## config.mk

```make
export PLATFORM = sky130hd
export DESIGN_NAME = led_scan_controller
export DESIGN_NICKNAME = d
export VERILOG_FILES = /design/src/rtl/led_scan_controller.sv
export SDC_FILE = /design/constraint.sdc
export NUM_CORES = 1
export LEC_CHECK = 0
export CORE_MARGIN = 1
export CORE_UTILIZATION = 46
export CTS_CLUSTER_DIAMETER = 80
export DETAILED_ROUTE_END_ITERATION = 10
export PLACE_DENSITY = 0.95
export SYNTH_ARGS = -nofsm -noshare
export SYNTH_HDL_FRONTEND = slang
export SYNTH_SLANG_ARGS = --single-unit
```

## constraint.sdc

```tcl
create_clock -name clk -period 2.8 [get_ports clk]
set_clock_uncertainty 0.05 [all_clocks]
set_input_delay 0.42 -clock clk [delete_from_list [all_inputs] [get_ports clk]]
set_output_delay 0.42 -clock clk [all_outputs]
set_load 0.005 [all_outputs]
```

## src/rtl/led_scan_controller.sv

```systemverilog
// LED column-scan controller: walks an N-column LED array one column at a time.
// Each column gets BLANK dark cycles followed by DWELL lit cycles.
// A new frame is latched only while the array is dark, just before column 0.
//
// state  | meaning
// -------+-------------------------------------------------------------
// IDLE   | not scanning; ena=0, x=0; frame accepted at any time
// BLANK  | column x dark for BLANK cycles (ghosting suppression)
// DRIVE  | column x lit for DWELL cycles; then advance x, wrap N-1 -> 0
module led_scan_controller #(
  parameter int N     = 8,
  parameter int DWELL = 1000,
  parameter int BLANK = 2,
  localparam int XW   = (N > 1) ? $clog2(N) : 1,
  localparam int CW   = $clog2(((DWELL > BLANK) ? DWELL : BLANK) + 1)
) (
  input  logic            clk,
  input  logic            rst_n,
  input  logic            enable,
  input  logic [N*N-1:0]  cells_in,
  input  logic            cells_valid,
  output logic            cells_ready,
  output logic [N*N-1:0]  disp_cells,
  output logic [XW-1:0]   x,
  output logic            ena,
  output logic            frame_done
);

  if (N < 1 || N > 8 || DWELL < 1 || BLANK < 1) begin : g_bad_param
    $error("led_scan_controller: illegal parameters N=%0d DWELL=%0d BLANK=%0d",
           N, DWELL, BLANK);
  end

  typedef enum logic [1:0] {
    S_IDLE  = 2'd0,
    S_BLANK = 2'd1,
    S_DRIVE = 2'd2
  } state_e;

  localparam logic [CW-1:0] BLANK_LD = CW'(BLANK - 1);
  localparam logic [CW-1:0] DWELL_LD = CW'(DWELL - 1);
  localparam logic [XW-1:0] X_LAST   = XW'(N - 1);

  state_e          state_q, state_d;
  logic [CW-1:0]   cnt_q, cnt_d;
  logic [XW-1:0]   x_q, x_d;
  logic            ready_q, ready_d;
  logic            frame_done_q, frame_done_d;
  logic [N*N-1:0]  disp_q, disp_d;
  logic            load;

  // Next-state, shared dwell/blank down-counter and column advance.
  always_comb begin
    state_d      = state_q;
    cnt_d        = cnt_q;
    x_d          = x_q;
    frame_done_d = 1'b0;
    if (!enable) begin
      // Dropping enable abandons the scan at once, whatever the counter says.
      state_d = S_IDLE;
      cnt_d   = '0;
      x_d     = '0;
    end else begin
      unique case (state_q)
        S_IDLE: begin
          state_d = S_BLANK;
          cnt_d   = BLANK_LD;
          x_d     = '0;
        end
        S_BLANK: begin
          if (cnt_q == '0) begin
            state_d = S_DRIVE;
            cnt_d   = DWELL_LD;
          end else begin
            cnt_d = cnt_q - CW'(1);
          end
        end
        S_DRIVE: begin
          if (cnt_q == '0) begin
            state_d = S_BLANK;
            cnt_d   = BLANK_LD;
            if (x_q == X_LAST) begin
              x_d          = '0;
              frame_done_d = 1'b1;
            end else begin
              x_d = x_q + XW'(1);
            end
          end else begin
            cnt_d = cnt_q - CW'(1);
          end
        end
        default: begin
          state_d = S_IDLE;
          cnt_d   = '0;
          x_d     = '0;
        end
      endcase
    end
  end

  // Ready is registered from the next state so it is 0 during reset and rises
  // on the first edge afterwards; frame swaps only in IDLE or dark column 0.
  always_comb begin
    ready_d = (state_d == S_IDLE) || ((state_d == S_BLANK) && (x_d == '0));
    load    = cells_valid && ready_q;
    disp_d  = load ? cells_in : disp_q;
  end

  // State, counter, column, handshake and frame registers.
  always_ff @(posedge clk or negedge rst_n) begin
    if (!rst_n) begin
      state_q      <= S_IDLE;
      cnt_q        <= '0;
      x_q          <= '0;
      ready_q      <= 1'b0;
      frame_done_q <= 1'b0;
      disp_q       <= '0;
    end else begin
      state_q      <= state_d;
      cnt_q        <= cnt_d;
      x_q          <= x_d;
      ready_q      <= ready_d;
      frame_done_q <= frame_done_d;
      disp_q       <= disp_d;
    end
  end

  // Outputs come straight from registers so reset clears them without a clock.
  always_comb begin
    ena         = (state_q == S_DRIVE);
    x           = x_q;
    cells_ready = ready_q;
    frame_done  = frame_done_q;
    disp_cells  = disp_q;
  end

endmodule

```

Yosys cells after proc, flatten, opt, wreduce, memory -nomap -nowiden
Index checks and enable logic that the tools add are counted.
{"block": "op_classes", "n_eq_ne": 4, "n_addsub": 2, "n_reduce_logical": 7, "muxes": 16}
{"op": "10-bit two-way mux", "count": 3}
{"op": "10-bit one-hot mux with 3 select lines", "count": 1}
{"op": "10-bit zero test", "count": 1}
{"op": "10-bit by 1-bit subtractor with 10-bit output, second input constant", "count": 1}
{"op": "3-bit two-way mux", "count": 3}
{"op": "2-bit two-way mux", "count": 3}
{"op": "2-bit one-hot mux with 3 select lines", "count": 1}
{"op": "3-bit one-hot mux with 2 select lines", "count": 1}
{"op": "2-bit by 1-bit == test with 1-bit output, second input constant", "count": 2}
{"op": "2-bit zero test", "count": 2}
{"op": "1-bit two-way mux", "count": 4}
{"op": "3-bit by 1-bit adder with 3-bit output, second input constant", "count": 1}
{"op": "3-bit == test, second input constant", "count": 1}
{"op": "3-bit zero test", "count": 1}
{"op": "2-bit == test, second input constant", "count": 1}
{"op": "1-bit logical AND", "count": 2}
{"op": "1-bit logical OR", "count": 1}
{"block": "word_totals", "inputBits": 68, "wordCells": 35, "ff_bits": 81}

Longest topological paths before layout
Gate-level depths: netlist of run 1.
{"block": "depth", "depth_word": 8, "ltp_mapped": 8}

Worst setup path before layout of run 1
Ideal clock, no wire load.
{"block": "synth_timing", "path_kind": "reg-to-reg", "start": "register cnt_q[0]", "end": "register ready_q (netlist: cells_ready)", "path_buffers": 0, "setup_time_ns": 0.138, "slack_ns": 1.091, "arrival_time_ns": 1.522, "period_less_slack_ns": 1.709, "stages_incl_launch_ff": 8, "path_cell_list": "dfrtp_1 > inv_1 > ha_1 > or3b_1 > nor4_2 > a311oi_2 > nand3_1 > a41oi_2"}
{"block": "synth_between", "elab_chain_len": 7, "elab_cells_between_ends": 13, "classes_between": "eq/ne (1); mux (7); reduce/logical (5)"}
{"item": "start, declared", "line": "45", "text": "logic [CW-1:0] cnt_q, cnt_d;"}
{"item": "start signal, assigned", "line": "120", "text": "cnt_q <= cnt_d;"}
{"item": "10-bit zero test (*)", "line": "71, 79"}
{"item": "2-bit two-way mux, or another cell as far along", "line": "79", "text": "if (cnt_q == '0) begin"}
{"item": "2-bit one-hot mux with 3 select lines or 3-bit one-hot mux with 2 select lines (tied branches)", "line": "64", "text": "unique case (state_q)"}
{"item": "2-bit two-way mux or 3-bit two-way mux (tied branches)", "line": "58", "text": "if (!enable) begin"}
{"item": "2-bit by 1-bit == test with 1-bit output or 3-bit zero test (tied branches)", "line": "104", "text": "ready_d = (state_d == S_IDLE) || ((state_d == S_BLANK) && (x_d == '0));"}
{"item": "1-bit logical AND", "line": "104"}
{"item": "1-bit logical OR (*)", "line": "104"}
{"item": "via ready_d", "line": "47", "text": "logic ready_q, ready_d;"}
{"item": "end signal, assigned", "line": "122", "text": "ready_q <= ready_d;"}
{"item": "end, declared", "line": "47"}
The timed path passes the listed nets; every way through them passes the cells marked *.
A chain may end at the register's enable or synchronous reset.

Final worst setup path of run 1
{"block": "layout_timing", "start": "register state_q[0]", "end": "output ena"}
{"block": "layout_between", "elab_chain_len": 1}
{"item": "start, declared", "line": "44", "text": "state_e state_q, state_d;"}
{"item": "start signal, assigned", "line": "119", "text": "state_q <= state_d;"}
{"item": "2-bit == test", "line": "130", "text": "ena = (state_q == S_DRIVE);"}
{"item": "end, declared", "line": "25", "text": "output logic ena,"}
Every way passes these cells.

==> impl_metrics.json, run 1 <==
{
  "status": "finished clean",
  "synthTopCellsByArea": "dfrtp_1 (60%), mux2_2 (21%), ha_1 (3.0%), nand2_1 (1.3%), nor2_1 (1.3%)",
  "vias_per_cell": 5.00,
  "synth_seq_cells": 81,
  "endpoint_kind": "output pin",
  "cts_resized": 0,
  "cp.arrival_ps": 1760,
  "drtIter0Drc": 75,
  "p_leak_nw": 2.10,
  "drc": 0,
  "first_global_vias": 2498,
  "yosysSeqAreaShare_pct": 60.2,
  "wl_per_cell_um": 16.0,
  "rsz0062_at_grt": "no",
  "diodes": 0,
  "synth_top_cell_by_area": "dfrtp_1",
  "fillers": 458,
  "antenna_found_initial": 0,
  "die_area_um2": 7670,
  "ys.flop_type": "dfrtp_1",
  "grt_max_degree": 82,
  "detail-route-antenna-nets": 0,
  "power-per-cell-area_nw_per_um2": 827,
  "drv_cap": 0,
  "hold_path.class": "in2async",
  "dp_cells": 463,
  "area_growth_pct": 50.0,
  "nets": 454,
  "ir_worst_vdd_uv": 440,
  "die_w_um": 87.6,
  "finalSetupViolations": 0,
  "required_ps": 2330,
  "cts_max_level": 3,
  "grt_usage_pct": 20.8,
  "ff_latch_area_um2": 2030,
  "rows": 30,
  "finalCritPeriodShare_pct": 79.5,
  "cts_made_buffers": 9,
  "grt-ovfl-total": 0,
  "postCtsSetupRepairBufs": 0,
  "syn-cell-area_um2": 3370,
  "path_clk_slew_ps": 80,
  "pin_count": 138,
  "place_area_um2": 4830,
  "worstSetupPathType": "reg2out",
  "synth_top_area_share_pct": 60.2,
  "first_pass_iters": 4,
  "drive_above_1_share_pct": 24.0,
  "regToRegSetupSlack_ps": 780,
  "gp_congestion": 0.824,
  "netlist_instances": 237,
  "synth.lib_cells_used.distinct": 34,
  "grt_pass1_wl_mm": 12.0,
  "maxSlewViolCount": 0,
  "clock_latency_ps": 340,
  "cts_buffer_depth": 2,
  "final_common_cell": "clkdlybuf4s50_1",
  "ys_warn_count": 0,
  "wl_mm": 7.64,
  "start_kind": "flop",
  "relSlewSlack_pct": 33.6,
  "vias": 2396,
  "multiInputGateArea_um2": 1280,
  "cts_sinks": 81,
  "synth_fp_nets": 313,
  "die_y_um": 87.6,
  "final_cell_mix": "clkdlybuf4s50_1 (136), dfrtp_1 (81), mux2_2 (64)",
  "synth_edf_count": 0,
  "worst_pin_slew_ps": 996,
  "design_area_um2": 5050,
  "tns_ps": 0,
  "fmax_ghz": 0.449,
  "start_util_pct": 48.5,
  "instances_no_fill": 479,
  "cts_hold_buf": 0,
  "synth_async_sr_flop_share_pct": 100,
  "dpl.hpwl_mm": 5.67,
  "cts-root-buf": "clkbuf_8",
  "coreArea_um2": 6940,
  "cts_tree": "built",
  "post-route-min-period_ps": 2230,
  "avgSynthCellArea_um2": 14.2,
  "crit_fanout": 10,
  "hold_violations": 0,
  "portBuffers": 137
}
[through the flow]
stage / total power, mW / hold WS, ps / utilization [%] / setup WS, ps
floorplan: 2.58 / 74.4 / - / 1090
global placement: 3.20 / 435 / 69.6 / 805
detailed placement: 3.28 / 442 / 69.6 / 778
CTS: 4.22 / 231 / 72.7 / 550
global route: 4.45 / 283 / 72.7 / 468
finish: 4.18 / 187 / 72.7 / 573
[path summary, 6_finish.rpt]
path                            cells past startpoint            from             end
worst max-delay path                                3      state_q[0]             ena
worst min-delay path                                1           rst_n  disp_cells[51]
worst max register to register                      6        cnt_q[0]        cnt_q[5]
worst min register to register                      1  disp_cells[16]  disp_cells[16]
max in group asynchronous                           1           rst_n        cnt_q[1]
min in group clk                                    1  disp_cells[16]  disp_cells[16]
[power breakdown]
part / switching [mW] / total, mW / internal [mW]
registers: 0.206 / 1.64 / 1.44
logic: 0.716 / 1.61 / 0.890
clock network: 0.420 / 0.926 / 0.506
total: 1.34 / 4.18 / 2.83
[cell type report]
type | instances | area share [%]
clock inverter | 6 | 1.78
clock buffer | 10 | 2.53
multi-input combinational | 143 | 25.3
tap | 96 | 2.38
timing repair buffer | 138 | 27.5
sequential | 81 | 40.1
inverter | 5 | 0.372
[flip-flops by register name, summed over array words and instances, names as in the netlist]
name and count:
state_q 2, frame_done 1, disp_cells 64, cells_ready 1
x 3, cnt_q 10
[cells in the mapped netlist (all sizes together) (2+ instances only)]
master / number
o21ai: 4
a21oi: 8
inv: 5
nor3: 4
xnor2: 4
nand3: 3
mux2: 64
ha: 8
nand2: 13
a31oi: 3
a41oi: 2
nor3b: 5
or3: 2
dfrtp: 81
buf: 8
nor2: 12
[metal layers]
layer | up-vias | track usage, % | share of wire, % | wire (µm)
li1 | 1117 | - | - | -
met5 | - | 0 | 0 | 0
met1 | 1175 | 24.7 | 41 | 3130
met4 | 0 | 7.00 | 0.92 | 70
met2 | 96 | 36.5 | 51 | 3920
met3 | 8 | 5.84 | 6.8 | 520
[worst max-delay path, cell delays in order (launching register included)]
cell and delay [ps]:
dfrtp_1 410, inv_1 100, ha_1 350, clkdlybuf4s50_1 570
[cells by family (layout without fill, tap and decap cells)]
| logic type | after synthesis | count (layout) | synth area share [%] |
|---|---|---|---|
| AO/OA/AOI/OAI | 22 | 22 | 4.79 |
| XOR/XNOR | 5 | 5 | 1.30 |
| multiplexers | 64 | 64 | 21.4 |
| flip-flops | 81 | 81 | 60.2 |
| AND/OR/NAND/NOR | 44 | 44 | 7.40 |
| adder cells (fa/ha/maj) | 8 | 8 | 2.97 |
| buffers and inverters | 13 | 159 | 1.93 |
No activity file was read; power rests on OpenSTA's default activity.
==> inputs of run 2 (changes only) <==
CORE_UTILIZATION = 43   (was 46)
PLACE_DENSITY = 0.92   (was 0.95)
clock period = 2.23 ns   (was 2.8 ns; I/O delays follow)
==> run 2 against run 1 <==
  * Sequential share of layout area fell by 0.38 points
  * Register-to-register slack got worse by 550 ps
  * Cell area grew 0.97%
  * Via count up 1.7%
  * Hold slack better by 250 ps
  * Total power grew 25%
  * Critical path type unchanged
  * Largest cell class unchanged
  * Largest power group is now combinational logic
==> impl_metrics.json, run 2 (same netlist as run 1, synthesis figures left out) <==
{
  "seqPwrFrac_pct": 39.4,
  "grt_max_degree": 65,
  "die_w_um": 90.5,
  "wl_per_cell_um": 15.6,
  "cp.arrival_ps": 1720,
  "diodes": 0,
  "cts_tree": "built",
  "fillers": 511,
  "rsz0062_at_grt": "no",
  "r2r_start": "state_q[1]",
  "ir_worst_vdd_uv": 445,
  "rows": 31,
  "antenna_found_initial": 0,
  "path_clk_slew_ps": 80,
  "dpl.hpwl_mm": 5.70,
  "post-route-min-period_ps": 2100,
  "cts-root-buf": "clkbuf_8",
  "wl_mm": 7.56,
  "cts_max_level": 3,
  "tns_ps": 0,
  "final_common_cell": "clkdlybuf4s50_1",
  "fmax_ghz": 0.476,
  "combPwrFrac_pct": 40.1,
  "drc": 0,
  "status": "finished clean",
  "die_area_um2": 8190,
  "first_pass_iters": 4,
  "die_y_um": 90.5,
  "portBuffers": 137,
  "final_cell_mix": "clkdlybuf4s50_1 (136), dfrtp_1 (81), mux2_2 (64)",
  "p_sw_share_pct": 32.2,
  "clock_latency_ps": 340,
  "worst_pin_slew_ps": 570,
  "start_kind": "flop",
  "area_growth_pct": 51.4,
  "crit_fanout": 10,
  "cts_made_buffers": 9,
  "grt_usage_pct": 20.0,
  "drtIter0Drc": 88,
  "endpoint_kind": "output pin",
  "startpoint": "state_q[0]",
  "coreArea_um2": 7410,
  "drive_above_1_share_pct": 25.1,
  "relSlewSlack_pct": 61.9,
  "whs_ps": 433,
  "grt-ovfl-total": 0,
  "cts_sinks": 81,
  "vias_per_cell": 5.02,
  "p_leak_nw": 2.12,
  "switchingPower_mw": 1.68,
  "p_clk_share_pct": 20.6,
  "worstSetupPathType": "reg2out",
  "postCtsSetupRepairBufs": 0,
  "drv_cap": 0,
  "nets": 458,
  "grt_pass1_wl_mm": 12.9,
  "finalCritPeriodShare_pct": 94.2,
  "largest_reg_flops": 64,
  "hold_path.class": "in2async",
  "required_ps": 1850,
  "pin_count": 138,
  "detail-route-antenna-nets": 0,
  "power-per-cell-area_nw_per_um2": 1020,
  "finalSetupViolations": 0,
  "cts_buffer_depth": 2,
  "maxSlewViolCount": 0,
  "first_global_vias": 2555,
  "internal_power_mw": 3.54,
  "vias": 2437,
  "start_util_pct": 45.4,
  "hold_violations": 0,
  "gp_congestion": 0.822
}
run 2: cell type report:
class | count | area (µm²) | area share [%]
well taps | 99 | 124 | 2.43
multi-input cells | 143 | 1290 | 25.3
clock buffers | 11 | 151 | 2.97
flip-flops and latches | 81 | 2030 | 39.8
repair buffers | 142 | 1430 | 28.1
inverters | 5 | 18.8 | 0.368
clock inverters | 4 | 51.3 | 1.01
run 2: power by group through the flow:
stage / combinational, mW / clock (mW) / sequential, mW
floorplan: 1.17 / 0 / 2.07
global placement: 1.99 / 0 / 2.06
detailed placement: 2.06 / 0 / 2.08
CTS: 2.07 / 1.12 / 2.05
global route: 2.29 / 1.18 / 2.11
finish: 2.09 / 1.07 / 2.05
run 2: per-layer routing:
metal | routed length, µm | global-route usage (%) | part of all wire, %
met4 | 142 | 6.32 | 1.9
met1 | 3130 | 24.8 | 41
met5 | 0 | 0 | 0
met2 | 3780 | 33.6 | 50
met3 | 511 | 5.64 | 6.8
run 2: metrics by stage:
stage	setup slack (ps)	power (mW)	util (%)	std cells	cell area [µm²]
CTS	6.72	5.24	68.6	485	5080
floorplan	521	3.24	-	237	3370
finish	130	5.22	68.8	485	5100
global route	51.0	5.58	68.8	485	5100
global placement	334	4.05	65.7	469	4870
detailed placement	184	4.14	65.7	469	4870
run 2: path summary, 6_finish.rpt:
| kind | to | slack, ps | cells past startpoint |
|---|---|---|---|
| min in group clk | disp_cells[22] | 460 | 1 |
| max in group asynchronous | disp_cells[48] | 1120 | 3 |
| hold reg to reg | disp_cells[22] | 460 | 1 |
| hold / removal | disp_cells[60] | 430 | 2 |
| setup / recovery | ena | 130 | 3 |
| setup reg to reg | cells_ready | 230 | 6 |
run 2: repair_timing:
action / in CTS / in global routing
hold endpoints to repair: 33 / 0
hold buffers: 1 / 0
gates resized for setup: 0 / 3
endpoints found under the setup margin: 0 / 8
run 2: worst max-delay path, stage by stage, from the launching register on:
cell and delay [ps]:
dfrtp_1 410, inv_1 120, ha_2 300, clkdlybuf4s50_1 540
